--- src/rtl/conv_ifmap_addr_gen.sv ---
// Input-feature-map address generator: walks the KxK window of every channel for each
// output pixel (row-major, strided) and emits one linear address per valid/ready handshake.
module conv_ifmap_addr_gen #(
   parameter int unsigned IMG_W    = 64,
   parameter int unsigned IMG_H    = 64,
   parameter int unsigned K        = 4,
   parameter int unsigned STRIDE   = 1,
   parameter int unsigned CH_GROUP = 8,
   parameter int unsigned ADDR_W   = 26
) (
   input  logic              clk_i,
   input  logic              rst_ni,
   input  logic              start_i,
   input  logic              abort_i,
   input  logic [1:0]        cfg_ci_i,
   output logic              addr_valid_o,
   input  logic              addr_ready_i,
   output logic [ADDR_W-1:0] addr_o,
   output logic              win_last_o,
   output logic              pix_last_o,
   output logic              busy_o,
   output logic              done_o
);

   localparam int unsigned OUT_W = (IMG_W - K) / STRIDE + 1;
   localparam int unsigned OUT_H = (IMG_H - K) / STRIDE + 1;
   localparam int unsigned KW    = (K > 1) ? $clog2(K) : 1;
   localparam int unsigned CW    = $clog2(4 * CH_GROUP);
   localparam int unsigned OXW   = (OUT_W > 1) ? $clog2(OUT_W) : 1;
   localparam int unsigned OYW   = (OUT_H > 1) ? $clog2(OUT_H) : 1;

   localparam logic [KW-1:0]     KLast    = KW'(K - 1);
   localparam logic [OXW-1:0]    OxLast   = OXW'(OUT_W - 1);
   localparam logic [OYW-1:0]    OyLast   = OYW'(OUT_H - 1);
   localparam logic [ADDR_W-1:0] RowInc   = ADDR_W'(IMG_W);
   localparam logic [ADDR_W-1:0] PlaneInc = ADDR_W'(IMG_W * IMG_H);
   localparam logic [ADDR_W-1:0] PixInc   = ADDR_W'(STRIDE);
   localparam logic [ADDR_W-1:0] LineInc  = ADDR_W'(STRIDE * IMG_W);

   typedef enum logic [1:0] {StIdle, StRun, StDone} state_e;

   state_e            state_q;
   logic [KW-1:0]     kx_q, ky_q;
   logic [CW-1:0]     c_q, c_last_q;
   logic [OXW-1:0]    ox_q;
   logic [OYW-1:0]    oy_q;
   // Base addresses of the current output row, pixel, channel plane and window row.
   logic [ADDR_W-1:0] line_q, pix_q, chan_q, row_q, addr_q;

   logic run, kx_end, ky_end, c_end, ox_end, oy_end;

   assign run    = (state_q == StRun);
   assign kx_end = (kx_q == KLast);
   assign ky_end = (ky_q == KLast);
   assign c_end  = (c_q == c_last_q);
   assign ox_end = (ox_q == OxLast);
   assign oy_end = (oy_q == OyLast);

   assign addr_valid_o = run;
   assign busy_o       = run;
   assign done_o       = (state_q == StDone);
   assign addr_o       = addr_q;
   assign win_last_o   = run & kx_end & ky_end;
   assign pix_last_o   = win_last_o & c_end;

   always_ff @(posedge clk_i or negedge rst_ni) begin
      if (!rst_ni) begin
         state_q  <= StIdle;
         kx_q     <= '0;
         ky_q     <= '0;
         c_q      <= '0;
         c_last_q <= '0;
         ox_q     <= '0;
         oy_q     <= '0;
         line_q   <= '0;
         pix_q    <= '0;
         chan_q   <= '0;
         row_q    <= '0;
         addr_q   <= '0;
      end else if (abort_i) begin
         state_q <= StIdle;
         kx_q    <= '0;
         ky_q    <= '0;
         c_q     <= '0;
         ox_q    <= '0;
         oy_q    <= '0;
         line_q  <= '0;
         pix_q   <= '0;
         chan_q  <= '0;
         row_q   <= '0;
         addr_q  <= '0;
      end else begin
         unique case (state_q)
            StIdle: begin
               if (start_i) begin
                  state_q  <= StRun;
                  kx_q     <= '0;
                  ky_q     <= '0;
                  c_q      <= '0;
                  ox_q     <= '0;
                  oy_q     <= '0;
                  line_q   <= '0;
                  pix_q    <= '0;
                  chan_q   <= '0;
                  row_q    <= '0;
                  addr_q   <= '0;
                  c_last_q <= CW'((32'(cfg_ci_i) + 32'd1) * CH_GROUP - 32'd1);
               end
            end
            StRun: begin
               if (addr_ready_i) begin
                  if (!kx_end) begin
                     kx_q   <= kx_q + 1'b1;
                     addr_q <= addr_q + 1'b1;
                  end else begin
                     kx_q <= '0;
                     if (!ky_end) begin
                        ky_q   <= ky_q + 1'b1;
                        row_q  <= row_q + RowInc;
                        addr_q <= row_q + RowInc;
                     end else begin
                        ky_q <= '0;
                        if (!c_end) begin
                           c_q    <= c_q + 1'b1;
                           chan_q <= chan_q + PlaneInc;
                           row_q  <= chan_q + PlaneInc;
                           addr_q <= chan_q + PlaneInc;
                        end else begin
                           c_q <= '0;
                           if (!ox_end) begin
                              ox_q   <= ox_q + 1'b1;
                              pix_q  <= pix_q + PixInc;
                              chan_q <= pix_q + PixInc;
                              row_q  <= pix_q + PixInc;
                              addr_q <= pix_q + PixInc;
                           end else begin
                              ox_q <= '0;
                              if (!oy_end) begin
                                 oy_q   <= oy_q + 1'b1;
                                 line_q <= line_q + LineInc;
                                 pix_q  <= line_q + LineInc;
                                 chan_q <= line_q + LineInc;
                                 row_q  <= line_q + LineInc;
                                 addr_q <= line_q + LineInc;
                              end else begin
                                 oy_q    <= '0;
                                 state_q <= StDone;
                                 line_q  <= '0;
                                 pix_q   <= '0;
                                 chan_q  <= '0;
                                 row_q   <= '0;
                                 addr_q  <= '0;
                              end
                           end
                        end
                     end
                  end
               end
            end
            StDone:  state_q <= StIdle;
            default: state_q <= StIdle;
         endcase
      end
   end

endmodule

--- config.mk ---
export PLATFORM = sky130hd
export DESIGN_NAME = conv_ifmap_addr_gen
export DESIGN_NICKNAME = d
export VERILOG_FILES = /design/src/rtl/conv_ifmap_addr_gen.sv
export SDC_FILE = /design/constraint.sdc
export NUM_CORES = 1
export LEC_CHECK = 0
export CAP_MARGIN = 15
export CORE_MARGIN = 1.5
export CORE_UTILIZATION = 43
export DETAILED_ROUTE_END_ITERATION = 10
export MAX_ROUTING_LAYER = met4
export PLACE_DENSITY_LB_ADDON = 0.12
export SLEW_MARGIN = 10
export SYNTH_ARGS = -nofsm -noshare
export SYNTH_HDL_FRONTEND = slang
export SYNTH_SLANG_ARGS = --single-unit
--- constraint.sdc ---
create_clock -name clk_i -period 4.81 [get_ports clk_i]
set_input_delay 0.962 -clock clk_i [delete_from_list [all_inputs] [get_ports clk_i]]
set_output_delay 0.962 -clock clk_i [all_outputs]
set_load 0.1 [all_outputs]
==> metrics.txt <==
# TYPE chip_impl_metric gauge
chip_impl_info{name="outcome",value="finished clean"} 1
chip_impl_metric{name="mappedNetlistNets",unit=""} 1110
chip_impl_metric{name="static-leakage-power",unit="nW"} 4.52
chip_impl_info{name="yosys.cell_count.top_type",value="nand2_1"} 1
chip_impl_info{name="postSynth.topFlopCell",value="dfrtp_1"} 1
chip_impl_metric{name="cp.buffers_inverters",unit=""} 2
chip_impl_metric{name="area.sequential",unit="mm2"} 0.00390
chip_impl_metric{name="fin_crit_share",unit=""} 0.788
chip_impl_metric{name="die_x",unit="um"} 150
chip_impl_metric{name="postRouteWirelength",unit="mm"} 27.1
chip_impl_metric{name="synth.ff_latch_count",unit=""} 156
chip_impl_metric{name="synth_top_cell_area_share",unit=""} 0.422
chip_impl_metric{name="max_cap_viol_count",unit=""} 0
chip_impl_info{name="critical_path_source_type",value="flop"} 1
chip_impl_info{name="cpLargestDelayFamily",value="buffers and inverters"} 1
chip_impl_info{name="rsz0062_at_grt",value="false"} 1
chip_impl_metric{name="ctsLongestPathBuffers",unit=""} 2
chip_impl_info{name="hp-class",value="reg -> reg"} 1
chip_impl_metric{name="post_drt_via_cell_ratio",unit=""} 6.02
chip_impl_metric{name="tritoncts.num_buffers",unit=""} 17
chip_impl_metric{name="fin_crit",unit="ns"} 3.79
chip_impl_metric{name="antennaDiodeCount",unit=""} 0
chip_impl_metric{name="synth_edf_count",unit=""} 0
chip_impl_metric{name="share_seq_of_total_power",unit=""} 0.452
chip_impl_metric{name="grt_max_degree",unit=""} 98
chip_impl_metric{name="power.share.switching",unit=""} 0.250
chip_impl_metric{name="max-vdd-ir-drop",unit="uV"} 218
chip_impl_metric{name="area_delta_synth_final",unit="%"} 13.9
chip_impl_metric{name="net-switching-power",unit="W"} 0.000734
chip_impl_metric{name="holdBufCountCts",unit=""} 0
chip_impl_metric{name="dr.pass1.iters",unit=""} 5
chip_impl_metric{name="design.die.area",unit="mm2"} 0.0224
chip_impl_info{name="tritoncts_clock_tree",value="done"} 1
chip_impl_info{name="cts-root-buf",value="clkbuf_16"} 1
chip_impl_metric{name="n_fill_cell",unit=""} 2011
chip_impl_info{name="yosys_top_cell_by_area",value="dfrtp_1"} 1
chip_impl_metric{name="synthesis.area",unit="mm2"} 0.00924
chip_impl_metric{name="cts_h_tree_lvls",unit=""} 4
chip_impl_metric{name="post_route_setup_tns",unit="ns"} 0
chip_impl_metric{name="clock_sink_count",unit=""} 156
chip_impl_metric{name="postCtsResizedCells",unit=""} 0
chip_impl_metric{name="synth-async-reset-ratio",unit=""} 1.00
chip_impl_info{name="synth_area_leaders",value="dfrtp_1, nand2_1, o21ai_0"} 1
chip_impl_metric{name="layout.nets",unit=""} 1130
chip_impl_metric{name="detailed_place_hpwl",unit="mm"} 19.0
chip_impl_metric{name="yosysUniqueCellTypes",unit=""} 67
chip_impl_metric{name="clkPwrFrac",unit=""} 0.491
chip_impl_metric{name="io_buffer_count",unit=""} 37
chip_impl_metric{name="drive_above_1_share",unit=""} 0.0649
chip_impl_metric{name="achievable-frequency",unit="MHz"} 264
chip_impl_metric{name="num_io_pins",unit=""} 38
chip_impl_info{name="path_cells",value="ha_1, nand2_1, buf_4, nor2_1, clkdlybuf4s50_1"} 1
chip_impl_info{name="critical_path.slowest_cell",value="clkdlybuf4s50_1"} 1
chip_impl_metric{name="worstPathRequired",unit="ns"} 3.85
chip_impl_info{name="crit_end_element",value="output port"} 1
chip_impl_metric{name="synth.yosys.warnings",unit=""} 0
chip_impl_metric{name="largest_clock_skew_in_the_final_design",unit="ns"} 0.0124
chip_impl_metric{name="hold_depth",unit=""} 1
chip_impl_metric{name="floorplan.initialDensity",unit=""} 0.440
chip_impl_metric{name="weighted_congestion_at_the_end_of_routability_driven_global_placement",unit=""} 0.918
chip_impl_metric{name="worst_skew_pair.late_latency",unit="ns"} 0.43
chip_impl_metric{name="tightest_slew",unit="ns"} 1.05
chip_impl_metric{name="global_route_wire_length_before_repair",unit="mm"} 44.0
chip_impl_metric{name="grt_overflow",unit=""} 0
chip_impl_metric{name="die_h",unit="um"} 150
chip_impl_metric{name="first_global_vias",unit=""} 7898
chip_impl_metric{name="globalRouteTotalUtil",unit=""} 0.263
chip_impl_metric{name="worst_r2r_path_depth",unit=""} 7
chip_impl_metric{name="grt_antenna_before_repair",unit=""} 0
chip_impl_info{name="synth_commonest_cells",value="nand2_1, dfrtp_1, o21ai_0"} 1
chip_impl_metric{name="total_number_of_cells_along_the_worst_setup_path",unit=""} 5
chip_impl_metric{name="power_density",unit="mW/mm2"} 279
chip_impl_metric{name="antenna_left",unit=""} 0
chip_impl_metric{name="vias",unit=""} 8418
chip_impl_metric{name="cts_setup_buffers",unit=""} 0
chip_impl_metric{name="timing.slew.headroom",unit=""} 0.296
chip_impl_metric{name="synth_seq_area_share",unit=""} 0.422
chip_impl_metric{name="crit_path_max_incr_delay",unit="ns"} 1.14
chip_impl_metric{name="avgRoutedWirePerCell",unit="um"} 19.4
chip_impl_metric{name="power.share.combinational",unit=""} 0.057
chip_impl_metric{name="internal_power",unit="W"} 0.00220
chip_impl_info{name="timing_worst_setup_path_type",value="reg -> out"} 1
chip_impl_metric{name="remaining_drc_errors",unit=""} 0
chip_impl_metric{name="multi_input_area",unit="mm2"} 0.00505
chip_impl_metric{name="std_cell_rows",unit=""} 53
chip_impl_metric{name="setup_violations",unit=""} 0
chip_impl_metric{name="critPathMaxFanout",unit=""} 13
chip_impl_metric{name="core",unit="mm2"} 0.0210
chip_impl_metric{name="drt_iter0_drc",unit=""} 715
chip_impl_metric{name="synthesis.area_per_instance",unit="um2"} 8.47
chip_impl_metric{name="crit_arrival",unit="ns"} 2.83
chip_impl_metric{name="netlist_instances",unit=""} 1091
chip_impl_metric{name="timing.final.max_slew_violations",unit=""} 0
chip_impl_metric{name="worst_hold_slack",unit="ns"} 0.472
chip_impl_metric{name="cts.clk_slew.worst_paths",unit="ns"} 0.07
chip_impl_metric{name="hold_viol_final",unit=""} 0
## power by group through the flow
| stage | clock network (W) | registers [W] | logic (W) |
|---|---|---|---|
| after floorplan | 0 | 0.00136 | 0.0000805 |
| after global placement | 0 | 0.00135 | 0.000168 |
| after detailed placement | 0 | 0.00135 | 0.000169 |
| after CTS | 0.00147 | 0.00133 | 0.000169 |
| after global routing | 0.00152 | 0.00133 | 0.000184 |
| final | 0.00144 | 0.00133 | 0.000167 |
## per-stage QoR
step                      total power (W)  area (um2)  setup slack [ns]  instances   util
after floorplan                   0.00144        9240             0.355       1091      -
after global placement            0.00152        9900              1.24       1367  0.471
after detailed placement          0.00152        9900              1.18       1367  0.471
after CTS                         0.00296       10500             0.985       1399  0.501
after global routing              0.00303       10500             0.850       1399  0.501
final                             0.00293       10500              1.02       1399  0.501
## registers in the layout, summed over array words and instances (netlist names)
register,flops
c_q,5
row_q,26
addr_o,26
oy_q,6
pix_q,26
state_q,2
line_q,26
ky_q,2
c_last_q,3
ox_q,6
chan_q,26
kx_q,2
## worst register-to-register path: stages, from the launching register on
cell      delay [ns]
dfrtp_1         0.45
ha_1            0.29
nand3_1         0.24
nor4_1          0.84
a21boi_0        0.21
o21ai_0         0.40
a311o_1         0.38
o221ai_1        0.18
## cell usage in the layout (no fill, tap or decap), drive strengths merged, types with 10 or more instances in the layout
cell / Yosys / routed
nand2: 186 / 186
nor3: 34 / 34
dfrtp: 156 / 156
xnor2: 32 / 32
clkbuf: 46 / 18
or3: 16 / 16
clkdlybuf4s50: 0 / 35
ha: 12 / 12
o21ai: 91 / 91
and4: 10 / 10
nor2: 70 / 70
o211ai: 19 / 19
or4: 12 / 12
o311ai: 12 / 12
nand3: 63 / 63
nor4: 20 / 20
buf: 9 / 21
a21oi: 43 / 43
and3: 20 / 20
inv: 22 / 26
xor2: 33 / 33
nand4: 28 / 28
o22ai: 12 / 12
a21o: 22 / 22
a31oi: 19 / 19
## logic make-up after synthesis
group	count (synthesis)	synth area share
AND/OR/NAND/NOR	493	0.261
AO/OA/AOI/OAI	280	0.198
flip-flops	156	0.422
buffers and inverters	77	0.0326
XOR/XNOR	65	0.0616
adder cells (fa/ha/maj)	12	0.0162
multiplexers	8	0.00894
## final timing paths
check                          start    endpoint  slack (ns)
setup / recovery             ky_q[0]  win_last_o        1.02
hold / removal               oy_q[5]     oy_q[5]        0.47
setup reg to reg           line_q[6]  addr_o[22]        1.67
hold reg to reg              oy_q[5]     oy_q[5]        0.47
max in group asynchronous     rst_ni   row_q[15]        3.36
min in group asynchronous     rst_ni     ox_q[3]        0.61
## final cells by class
| class | count | share of cell area |
|---|---|---|
| clock inverters | 14 | 0.0174 |
| multi-input cells | 858 | 0.480 |
| flip-flops and latches | 156 | 0.371 |
| clock buffers | 18 | 0.0417 |
| well taps | 275 | 0.0327 |
| inverters | 22 | 0.00785 |
| repair buffers | 56 | 0.0498 |
## per-layer routing
metal / global-route usage / vias to the layer above / routed length (um)
li1: - / 4039 / -
met1: 0.362 / 4094 / 12600
met2: 0.395 / 254 / 12500
met3: 0.0479 / 31 / 1530
met4: 0.0723 / 0 / 463
met5: - / - / 0
No activity file was read; power rests on OpenSTA's default activity.
